--- src/rtl/sw_debounce_port.sv ---
// sw_debounce_port: conditions raw slide-switch inputs for the CPU input port.
// Two-flop synchroniser, per-bit debounce counter, registered stable level,
// one-cycle change strobe and a saturating change counter.
//
// Optional feature macro: SW_EVENT_LATCH_EN
//   defined   -> sticky event bit on port_value[31], set by sw_changed,
//                cleared by rd_ack (set wins when both coincide)
//   undefined -> port_value[31] tied 0, rd_ack ignored
//
// Ports:
//   clk          system clock, all state on rising edge
//   reset        synchronous active-low reset
//   sw_raw       asynchronous switch levels from the board pins
//   rd_ack       CPU read acknowledge (event clear)
//   sw_stable    debounced switch levels
//   sw_changed   one-cycle pulse when any sw_stable bit changes
//   change_count saturating count of sw_changed pulses
//   port_value   CPU-visible word {evt, zeros, sw_stable}
//
// Parameters: NUM_SW (1..16), DB_CYCLES (>= 2), CNT_W (2^CNT_W > DB_CYCLES).

module sw_debounce_port #(
    parameter int unsigned NUM_SW    = 5,
    parameter int unsigned DB_CYCLES = 500000,
    parameter int unsigned CNT_W     = 20
) (
    input  logic              clk,
    input  logic              reset,
    input  logic [NUM_SW-1:0] sw_raw,
    input  logic              rd_ack,
    output logic [NUM_SW-1:0] sw_stable,
    output logic              sw_changed,
    output logic [7:0]        change_count,
    output logic [31:0]       port_value
);

    localparam logic [CNT_W-1:0] CNT_LAST  = CNT_W'(DB_CYCLES - 1);
    localparam logic [7:0]       COUNT_MAX = 8'hFF;

    logic [NUM_SW-1:0] s1_q;
    logic [NUM_SW-1:0] s2_q;
    logic [CNT_W-1:0]  cnt_q [NUM_SW];
    logic [CNT_W-1:0]  cnt_d [NUM_SW];
    logic [NUM_SW-1:0] stable_q;
    logic [NUM_SW-1:0] stable_d;
    logic              changed_q;
    logic              changed_d;
    logic [7:0]        count_q;
    logic [7:0]        count_d;
    logic [31:0]       port_q;
    logic [31:0]       port_d;
    logic              evt_d;

    // Per-bit debounce: count consecutive cycles that s2 disagrees with the
    // stable level; accept the new level on the DB_CYCLES-th such cycle.
    always_comb begin
        stable_d = stable_q;
        for (int i = 0; i < int'(NUM_SW); i++) begin
            cnt_d[i] = '0;
            if (s2_q[i] != stable_q[i]) begin
                if (cnt_q[i] == CNT_LAST) begin
                    stable_d[i] = s2_q[i];
                end else begin
                    cnt_d[i] = cnt_q[i] + CNT_W'(1);
                end
            end
        end
    end

    // Strobe and counter are computed from the same edge that updates
    // sw_stable, so all three become visible together.
    always_comb begin
        changed_d = |(stable_d ^ stable_q);
        count_d   = count_q;
        if (changed_d && (count_q != COUNT_MAX)) begin
            count_d = count_q + 8'd1;
        end
    end

`ifdef SW_EVENT_LATCH_EN
    logic evt_q;

    // Sticky event: set by the visible strobe, cleared by rd_ack; set wins.
    always_comb begin
        evt_d = changed_q | (evt_q & ~rd_ack);
    end

    always_ff @(posedge clk) begin
        if (!reset) begin
            evt_q <= 1'b0;
        end else begin
            evt_q <= evt_d;
        end
    end
`else
    logic unused_rd_ack;

    assign unused_rd_ack = rd_ack;

    always_comb begin
        evt_d = 1'b0;
    end
`endif

    // CPU word assembled from next-state values so it tracks the registers.
    always_comb begin
        port_d                 = '0;
        port_d[NUM_SW-1:0]     = stable_d;
        port_d[31]             = evt_d;
    end

    // State registers.
    always_ff @(posedge clk) begin
        if (!reset) begin
            s1_q      <= '0;
            s2_q      <= '0;
            stable_q  <= '0;
            changed_q <= 1'b0;
            count_q   <= '0;
            port_q    <= '0;
            for (int i = 0; i < int'(NUM_SW); i++) begin
                cnt_q[i] <= '0;
            end
        end else begin
            s1_q      <= sw_raw;
            s2_q      <= s1_q;
            stable_q  <= stable_d;
            changed_q <= changed_d;
            count_q   <= count_d;
            port_q    <= port_d;
            for (int i = 0; i < int'(NUM_SW); i++) begin
                cnt_q[i] <= cnt_d[i];
            end
        end
    end

    assign sw_stable    = stable_q;
    assign sw_changed   = changed_q;
    assign change_count = count_q;
    assign port_value   = port_q;

endmodule

--- config.mk ---
export PLATFORM = sky130hd
export DESIGN_NAME = sw_debounce_port
export DESIGN_NICKNAME = d
export VERILOG_FILES = /design/src/rtl/sw_debounce_port.sv
export SDC_FILE = /design/constraint.sdc
export NUM_CORES = 1
export LEC_CHECK = 0
export CAP_MARGIN = 20
export CORE_MARGIN = 1
export CORE_UTILIZATION = 30
export DETAILED_ROUTE_END_ITERATION = 10
export PLACE_DENSITY = 0.55
export SLEW_MARGIN = 15
export SYNTH_ARGS = -nofsm -noshare
export SYNTH_HDL_FRONTEND = slang
export SYNTH_SLANG_ARGS = --single-unit
export TNS_END_PERCENT = 1
--- constraint.sdc ---
create_clock -name clk -period 2.2 [get_ports clk]
set_input_delay 0.33 -clock clk [delete_from_list [all_inputs] [get_ports clk]]
set_output_delay 0.33 -clock clk [all_outputs]
set_load 0.03 [all_outputs]
==> Word-level counts from Yosys, hierarchy flattened <==
Memory sizes are Yosys's and may differ from the RTL's.
Cells that the tools add are included.
{ "classes": {"addsub": 6, "eq_ne": 11, "mux": 27, "n_bitwise": 6, "reduce_logical": 2} }
{ "op_table": {"columns": ["operator", "count"], "rows": [
  ["20-bit two-way mux", 15],
  ["20-bit by 1-bit adder with 20-bit output (second input constant)", 5],
  ["20-bit by 19-bit equality test with 1-bit output (second input constant)", 5],
  ["1-bit two-way mux", 12],
  ["8-bit by 1-bit adder with 8-bit output (second input constant)", 1],
  ["8-bit inequality test (second input constant)", 1],
  ["1-bit inequality test", 5],
  ["1-bit OR", 5],
  ["5-bit OR reduction", 1],
  ["5-bit bitwise XOR", 1],
  ["1-bit logical AND", 1]
]} }
{ "word_totals": {"regBits": 51, "mem_bits_rw": 100, "input_bits": 8, "out_inout_bits": 46, "elab_cells": 59, "mem_count": 1} }
{ "memory_table": {"columns": ["name", "depth", "word_bits", "rd", "rd_clocked_by_memory_dff", "write_ports", "line", "rtl"], "rows": [
  ["cnt_q", 5, 20, 5, 0, 5, "42", "logic [CNT_W-1:0] cnt_q [NUM_SW];"]
]} }

==> Depth between registers and ports, before layout <==
Gate-level depths: netlist of the first run.
An unclocked memory read counts as a cell.
{ "depth": {"depth_word": 7, "ltp_mapped": 8, "mapped_depth_nobuf": 7} }

==> Worst setup path after synthesis of the first run <==
Ideal clock, no wire load.
{ "synth_timing": {"kind": "register to register", "start": "reg count_q[0], in the netlist change_count[0]", "end": "reg count_q[5], in the netlist change_count[5]", "setup_time_ns": 0.072, "t_arrival_ns": 2.008, "required_time_ns": 2.128, "setup_slack_ns": 0.120, "stages_incl_launch_ff": 8, "n_path_buf": 1, "period_less_slack_ns": 2.080, "cell_sequence": "dfxtp_1 ha_1 and3_1 and3_1 clkbuf_1 or3_1 or3_2 a21oi_1"} }
{ "synth_between": {"elab_chain_cells": 2, "word_cells_on_any_way": 3, "classes_between": "add/sub: 1; eq/ne: 1; reduce/logical: 1"} }
{ "synth_rtl": {"columns": ["element", "line", "rtl"], "rows": [
  ["start, declared", "48", "logic [7:0] count_q;"],
  ["start signal, assigned", "129", "count_q <= count_d;"],
  ["parallel branches: the longest is 2 deep, another holds 8-bit by 1-bit adder with 8-bit output", null, null]
]} }
Several ways; the timed one is not identified.
A chain may end at the register's enable or synchronous reset.

==> results of run 1 <==
-- final cells by class --
cell class / instances / area (um2) / share of cell area [%]
Multi-Input combinational cell: 478 / 2950 / 41.8
Timing Repair Buffer: 73 / 636 / 9.01
Sequential cell: 124 / 2480 / 35.2
Clock buffer: 23 / 498 / 7.06
Tap cell: 229 / 287 / 4.06
Inverter: 12 / 45.0 / 0.639
Clock inverter: 9 / 158 / 2.24
-- metrics by stage --
stage	cell area, um2	setup TNS [ps]	utilization [%]
2_1_floorplan	5710	0	-
4_1_cts	6950	0	38.3
3_5_place_dp	6300	0	34.7
3_3_place_gp	6300	0	34.7
6_report	7050	0	38.9
5_1_grt	7050	-32.5	38.9
-- cell families after synthesis --
family / after synthesis / share of synthesized area (%)
simple gates: 323 / 29.5
flops: 124 / 44.2
xor+xnor: 93 / 14.5
buf+inv: 64 / 6.59
compound gates: 22 / 2.56
mux: 7 / 1.25
fa+ha+maj: 6 / 1.34
other cells: 1 / 0.0668
-- state kept, by name (all words and copies together) (netlist names) --
name          flops
change_count      8
s2_q              5
s1_q              5
cnt_q           100
port_value        5
sw_changed        1
-- cells in the mapped netlist (10+ instances only) --
cell        n
nand3_1    40
buf_4      32
xnor2_1    33
nand4_1    21
xor2_1     60
and2_1     15
and3_1     21
inv_1      11
and4_1     13
dfxtp_1   124
nand2_1    41
nor2_1    122
nor3_1     10
clkbuf_1   17
-- how the worst min path moves through the flow --
stage,end,cells past startpoint
finish,s2_q[3],1
global route,s2_q[0],1
CTS,s2_q[3],1
detailed placement,s2_q[3],1
global placement,s2_q[3],1
floorplan,s2_q[0],1
-- layer usage --
| layer | share of wire (%) | vias to the layer above | track usage (%) |
|---|---|---|---|
| li1 | - | 2241 | - |
| met1 | 50 | 2010 | 15.7 |
| met2 | 45 | 47 | 17.9 |
| met3 | 3.6 | 12 | 3.90 |
| met4 | 1.4 | 0 | 5.09 |
| met5 | 0 | - | 0 |
-- power by group --
group	switching [mW]	total, mW	internal (mW)
logic	0.0977	0.128	0.0300
registers	0.00552	2.26	2.26
clock network	0.992	3.04	2.04
total	1.10	5.43	4.33
-- repair_timing --
action                     CTS  global route
setup endpoints to repair    1             4
pin swaps                    1             8
buffers inserted             0             2
gates resized for setup      0            21
==> reports/metrics.csv, run 1 <==
stage,metric,value,unit
floorplanning,die_w,139,um
cells_and_area,drive_gt1_share,13.9,%
worst_hold_path,hp-start,s1_q[3],
worst_setup_path,worstPathArrival,2490,ps
worst_setup_path,crit_start,cnt_q[0][51],
pwr,power_density,770,nW/um2
yosys,ys_ff_latch,124,
global_routing,grt_max_degree,21,
worst_setup_path,cp_top_family,simple AND/OR/NAND/NOR gates,
worst_setup_path,r2r_setup_slack,70,ps
yosys,synth_top_area_share,44.2,%
place,place_congestion,0.746,
worst_setup_path,cp.required,2560,ps
cells_and_area,nets,720,
yosys,synth.area.top_cells,"dfxtp_1, xor2_1, nor2_1",
worst_setup_path,crit_type,register to register,
floorplanning,io_pins,54,
drt,route.detailed.drc,5,
sta,setup-violations-final,0,
worst_setup_path,crit_end,change_count[3],
clocking,cts_root_buf,clkbuf_16,
floorplanning,fp.coreArea,18100,um2
floorplanning,die_h,139,um
status,violations,design-rule violations,
yosys,async_flop_share,0,%
cells_and_area,nFillCells,1822,
worst_setup_path,regToRegEndpoint,change_count[3],
worst_setup_path,cp-start-kind,register,
worst_setup_path,ff2ff_path_depth,6,
sta,slew_headroom,63.4,%
global_routing,overflow,0,
clocking,htreeDepth,4,
sta,hold_slack,439,ps
yosys,synthCells,640,
place,place_ws,21.1,ps
sta,drv_slew,0,
cells_and_area,area_growth,25.6,%
cells_and_area,layout.cells.non_filler,948,
global_routing,grt_pass1_wl,18.5,mm
sta,finClkSkew,6.98,ps
yosys,seq_area_frac_synth,44.2,%
clocking,cts_buffers,17,
global_routing,grt_antenna_before_repair,0,
clocking,clk_latency,420,ps
worst_setup_path,critPathMaxFanout,7,
worst_setup_path,crit_buf_inv,0,
clocking,cts_tree,yes,
worst_setup_path,cp-end-kind,register,
place,dp_cells,914,
pwr,p_leak,2.50,nW
place,place_hpwl,7.47,mm
clocking,clk_pin_slew,60,ps
yosys,yosysTopAreaCell,dfxtp_1,
yosys,yosys_warnings,0,
clocking,clockBufferDepth,2,
job,maxCapViolations,0,
global_routing,track_usage,11.9,%
sta,period_needed,2130,ps
cells_and_area,diodes,0,
drt,viasPerCell,4.55,
worst_hold_path,holdCritPathClass,register to register,
drt,drtIter0Drc,223,
sta,rsz0062_at_grt,yes,
pwr,power,5.43,mW
global_routing,first_global_vias,3921,
drt,wirelength,10.8,mm
sta,tightestPinTransition,546,ps
pwr,vdd_ir_drop_max,0.572,mV
drt,ant_nets,0,
clocking,cts_sinks,124,
yosys,synth_area,5620,um2
worst_setup_path,max_stage_delay,540,ps
status,status,"complete, but fails checks",
sta,fmax,469,MHz
place,port_buffers,25,
sta,fin_crit_sh,96.8,%
drt,first_pass_iters,7,
worst_setup_path,cpMostUsedCell,or4_4,
worst_setup_path,cp_slowest_cell,or4_4,
floorplanning,start_util,31.0,%
yosys,synth_cell_types,47,
drt,num_vias,4310,
worst_setup_path,cp_cell_sequence,or4_4 > nor4_4 > nand4_1 > and4_4 > or4_4 > a21oi_2,
worst_setup_path,worstReg2RegStart,cnt_q[0][51],
floorplanning,fp-row-count,49,
cells_and_area,final_common_cell,dfxtp_1,
yosys,avgSynthCellArea,8.78,um2
drt,routedWlPerCell,11.4,um
worst_setup_path,cp.depth,6,
sta,hold_violations,0,
clocking,hold_buffers,0,
yosys,synthFlopType,dfxtp_1,
cells_and_area,mostFrequentLayoutCells,"dfxtp_1, nor2_1, xor2_1",
yosys,synth_edf_count,0,
sta,setup_slack,70.0,ps
floorplanning,dieArea,19300,um2
Note: power is estimated with default switching activity, not from simulation.
==> inputs of run 2 (changes only) <==
clock period = 2 ns   (was 2.2 ns; I/O delays follow)
==> run 2 against run 1 <==
Net effect: the flow finishes with violations (design-rule violations, negative setup slack); sequential share of layout area shrank 2.1 points; routed wire length is 4.2% higher; register-to-register slack worse by 160 ps; combinational power up 15%; via count up 3.6%; global-route usage increased by 0.61 points; fmax grew 2.1%; worst setup slack got worse by 160 ps; design area grew 6.6%; cell count grew 6.4%; critical path depth did not move; total power up 8.5%; highest routed layer unchanged.
==> reports/metrics.csv, run 2 (synthesized netlist as in run 1, its figures left out) <==
stage,metric,value,unit,change
floorplanning,start_util,31.0,%,unchanged
drt,drtIter0Drc,130,,-42%
pwr,power_density,784,nW/um2,+1.8%
worst_setup_path,worstPathArrival,2430,ps,-60 ps
worst_hold_path,hold_depth,1,,unchanged
sta,period_needed,2090,ps,-43.9 ps
clocking,htreeDepth,4,,unchanged
sta,hold_violations,0,,unchanged
sta,hold_slack,435,ps,-3.95 ps
drt,routedWlPerCell,11.1,um,-2.1%
place,port_buffers,25,,unchanged
global_routing,grt_antenna_before_repair,0,,unchanged
drt,wirelength,11.2,mm,+4.2%
clocking,clk_latency,420,ps,about the same
job,maxCapViolations,0,,unchanged
floorplanning,die_w,139,um,unchanged
sta,fin_crit_sh,104,%,+7.5 points
worst_setup_path,max_stage_delay,540,ps,about the same
global_routing,grt_max_degree,21,,unchanged
worst_setup_path,cp_slowest_cell,or4_4,,
worst_setup_path,cp-end-kind,register,,
cells_and_area,mostFrequentLayoutCells,"nor2_1, dfxtp_1, buf_4",,
worst_setup_path,ff2ff_path_depth,6,,unchanged
clocking,clockBufferDepth,2,,unchanged
worst_setup_path,cpMostUsedCell,or4_4,,
worst_setup_path,cp-start-kind,register,,
drt,num_vias,4464,,+3.6%
floorplanning,dieArea,19300,um2,unchanged
floorplanning,fp-row-count,49,,unchanged
floorplanning,io_pins,54,,unchanged
status,status,"complete, but fails checks",,
drt,viasPerCell,4.42,,-2.7%
sta,rsz0062_at_grt,yes,,
cells_and_area,nFillCells,1823,,+0.055%
clocking,cts_sinks,124,,unchanged
place,place_congestion,0.752,,+0.74%
cells_and_area,largest_reg_flops,100,,unchanged
cells_and_area,final_common_cell,nor2_1,,
sta,fmax,479,MHz,+2.1%
pwr,power,5.89,mW,+8.5%
cells_and_area,fin_util,41.4,%,+2.6 points
global_routing,grt_pass1_wl,19.6,mm,+5.9%
cells_and_area,multi_input_area,2950,um2,about the same
global_routing,track_usage,12.5,%,+0.61 points
clocking,cts_root_buf,clkbuf_16,,
global_routing,first_global_vias,4262,,+8.7%
pwr,clkPwrFrac,55.3,%,-0.6 points
clocking,cts_tree,yes,,
pwr,power_frac_seq,42.2,%,+0.5 points
sta,setup_tns,-141,ps,-141 ps
pwr,p_leak,2.86,nW,+14%
drt,first_pass_iters,9,,+2
pwr,vdd_ir_drop_max,0.532,mV,-7.0%
cells_and_area,nets,781,,+8.5%
cells_and_area,regArea,2490,um2,+0.35%
worst_setup_path,crit_type,register to register,,
pwr,power.switching,1.20,mW,+9.8%
sta,drv_slew,0,,unchanged
worst_hold_path,holdCritPathClass,register to register,,
clocking,post_cts_buffers,0,,unchanged
status,violations,"design-rule violations, negative setup slack",,
sta,setup-violations-final,2,,+2
worst_setup_path,cp.required,2350,ps,-210 ps
floorplanning,fp.coreArea,18100,um2,unchanged
drt,route.detailed.drc,2,,-3
cells_and_area,top_register,cnt_q,,
clocking,hold_buffers,0,,unchanged
clocking,clk_pin_slew,60,ps,about the same
pwr,pwr-share-comb,2.5,%,about the same
clocking,cts_buffers,17,,unchanged
cells_and_area,drive_gt1_share,21.2,%,+7.2 points
worst_setup_path,cp_cell_sequence,or4_4 > nor4_4 > nand4_1 > and4_4 > or4_4 > a21oi_2,,
place,place_hpwl,7.94,mm,+6.2%
sta,finClkSkew,6.85,ps,-0.128 ps
global_routing,overflow,0,,unchanged
worst_setup_path,r2r_setup_slack,-90,ps,-160 ps
worst_setup_path,critPathMaxFanout,5,,-2
pwr,switching_share,20.4,%,+0.23 points
sta,setup_slack,-86.1,ps,-156 ps
cells_and_area,area_growth,33.8,%,
pwr,internal_power,4.69,mW,+8.2%
drt,ant_nets,0,,unchanged
floorplanning,die_h,139,um,unchanged
cells_and_area,diodes,0,,unchanged
## run 2: final cells by class
cell class | instances | share of cell area (%)
inverters | 12 | 0.599
repair buffers | 133 | 14.8
multi-input cells | 479 | 39.2
clock buffers | 20 | 6.21
flip-flops and latches | 124 | 33.2
well taps | 229 | 3.81
clock inverters | 12 | 2.23
## run 2: metrics by stage
stage | setup slack, ps | instance area [um2] | instances
detailed placement | -179 | 6800 | 976
CTS | -122 | 7480 | 1009
global placement | -156 | 6800 | 976
global route | -168 | 7520 | 1009
finish | -86.1 | 7520 | 1009
floorplan | 1.65 | 5720 | 666
## run 2: path summary, 6_finish.rpt
check                         end    startpoint
hold reg to reg           s2_q[2]       s1_q[2]
setup reg to reg  change_count[3]  cnt_q[0][49]
setup / recovery  change_count[3]  cnt_q[0][49]
hold / removal            s2_q[2]       s1_q[2]
## run 2: power groups by stage
stage / Combinational, mW / Sequential [mW] / Clock (mW)
2_1_floorplan: 0.144 / 2.54 / 0
3_3_place_gp: 0.147 / 2.54 / 0
3_5_place_dp: 0.147 / 2.54 / 0
4_1_cts: 0.148 / 2.49 / 3.34
5_1_grt: 0.160 / 2.49 / 3.45
6_report: 0.147 / 2.49 / 3.26
## run 2: per-layer routing
layer / vias to the layer above / global-route usage [%] / part of all wire (%)
met2: 50 / 19.2 / 44
met3: 13 / 4.52 / 3.9
li1: 2365 / - / -
met1: 2036 / 16.1 / 51
met4: 0 / 4.68 / 1.1
met5: - / 0 / 0
## run 2: what timing repair did
action | CTS | global route
setup endpoints to repair | 23 | 48
cloned | 1 | 0
pin swaps | 8 | 7
resized for setup | 9 | 8
## run 2: worst max-delay path: cells and delay by family, from the launching register on
family / cells / cell delay (ps)
AO/OA/AOI/OAI: 1 / 140
flip-flops: 1 / 310
AND/OR/NAND/NOR: 5 / 1560
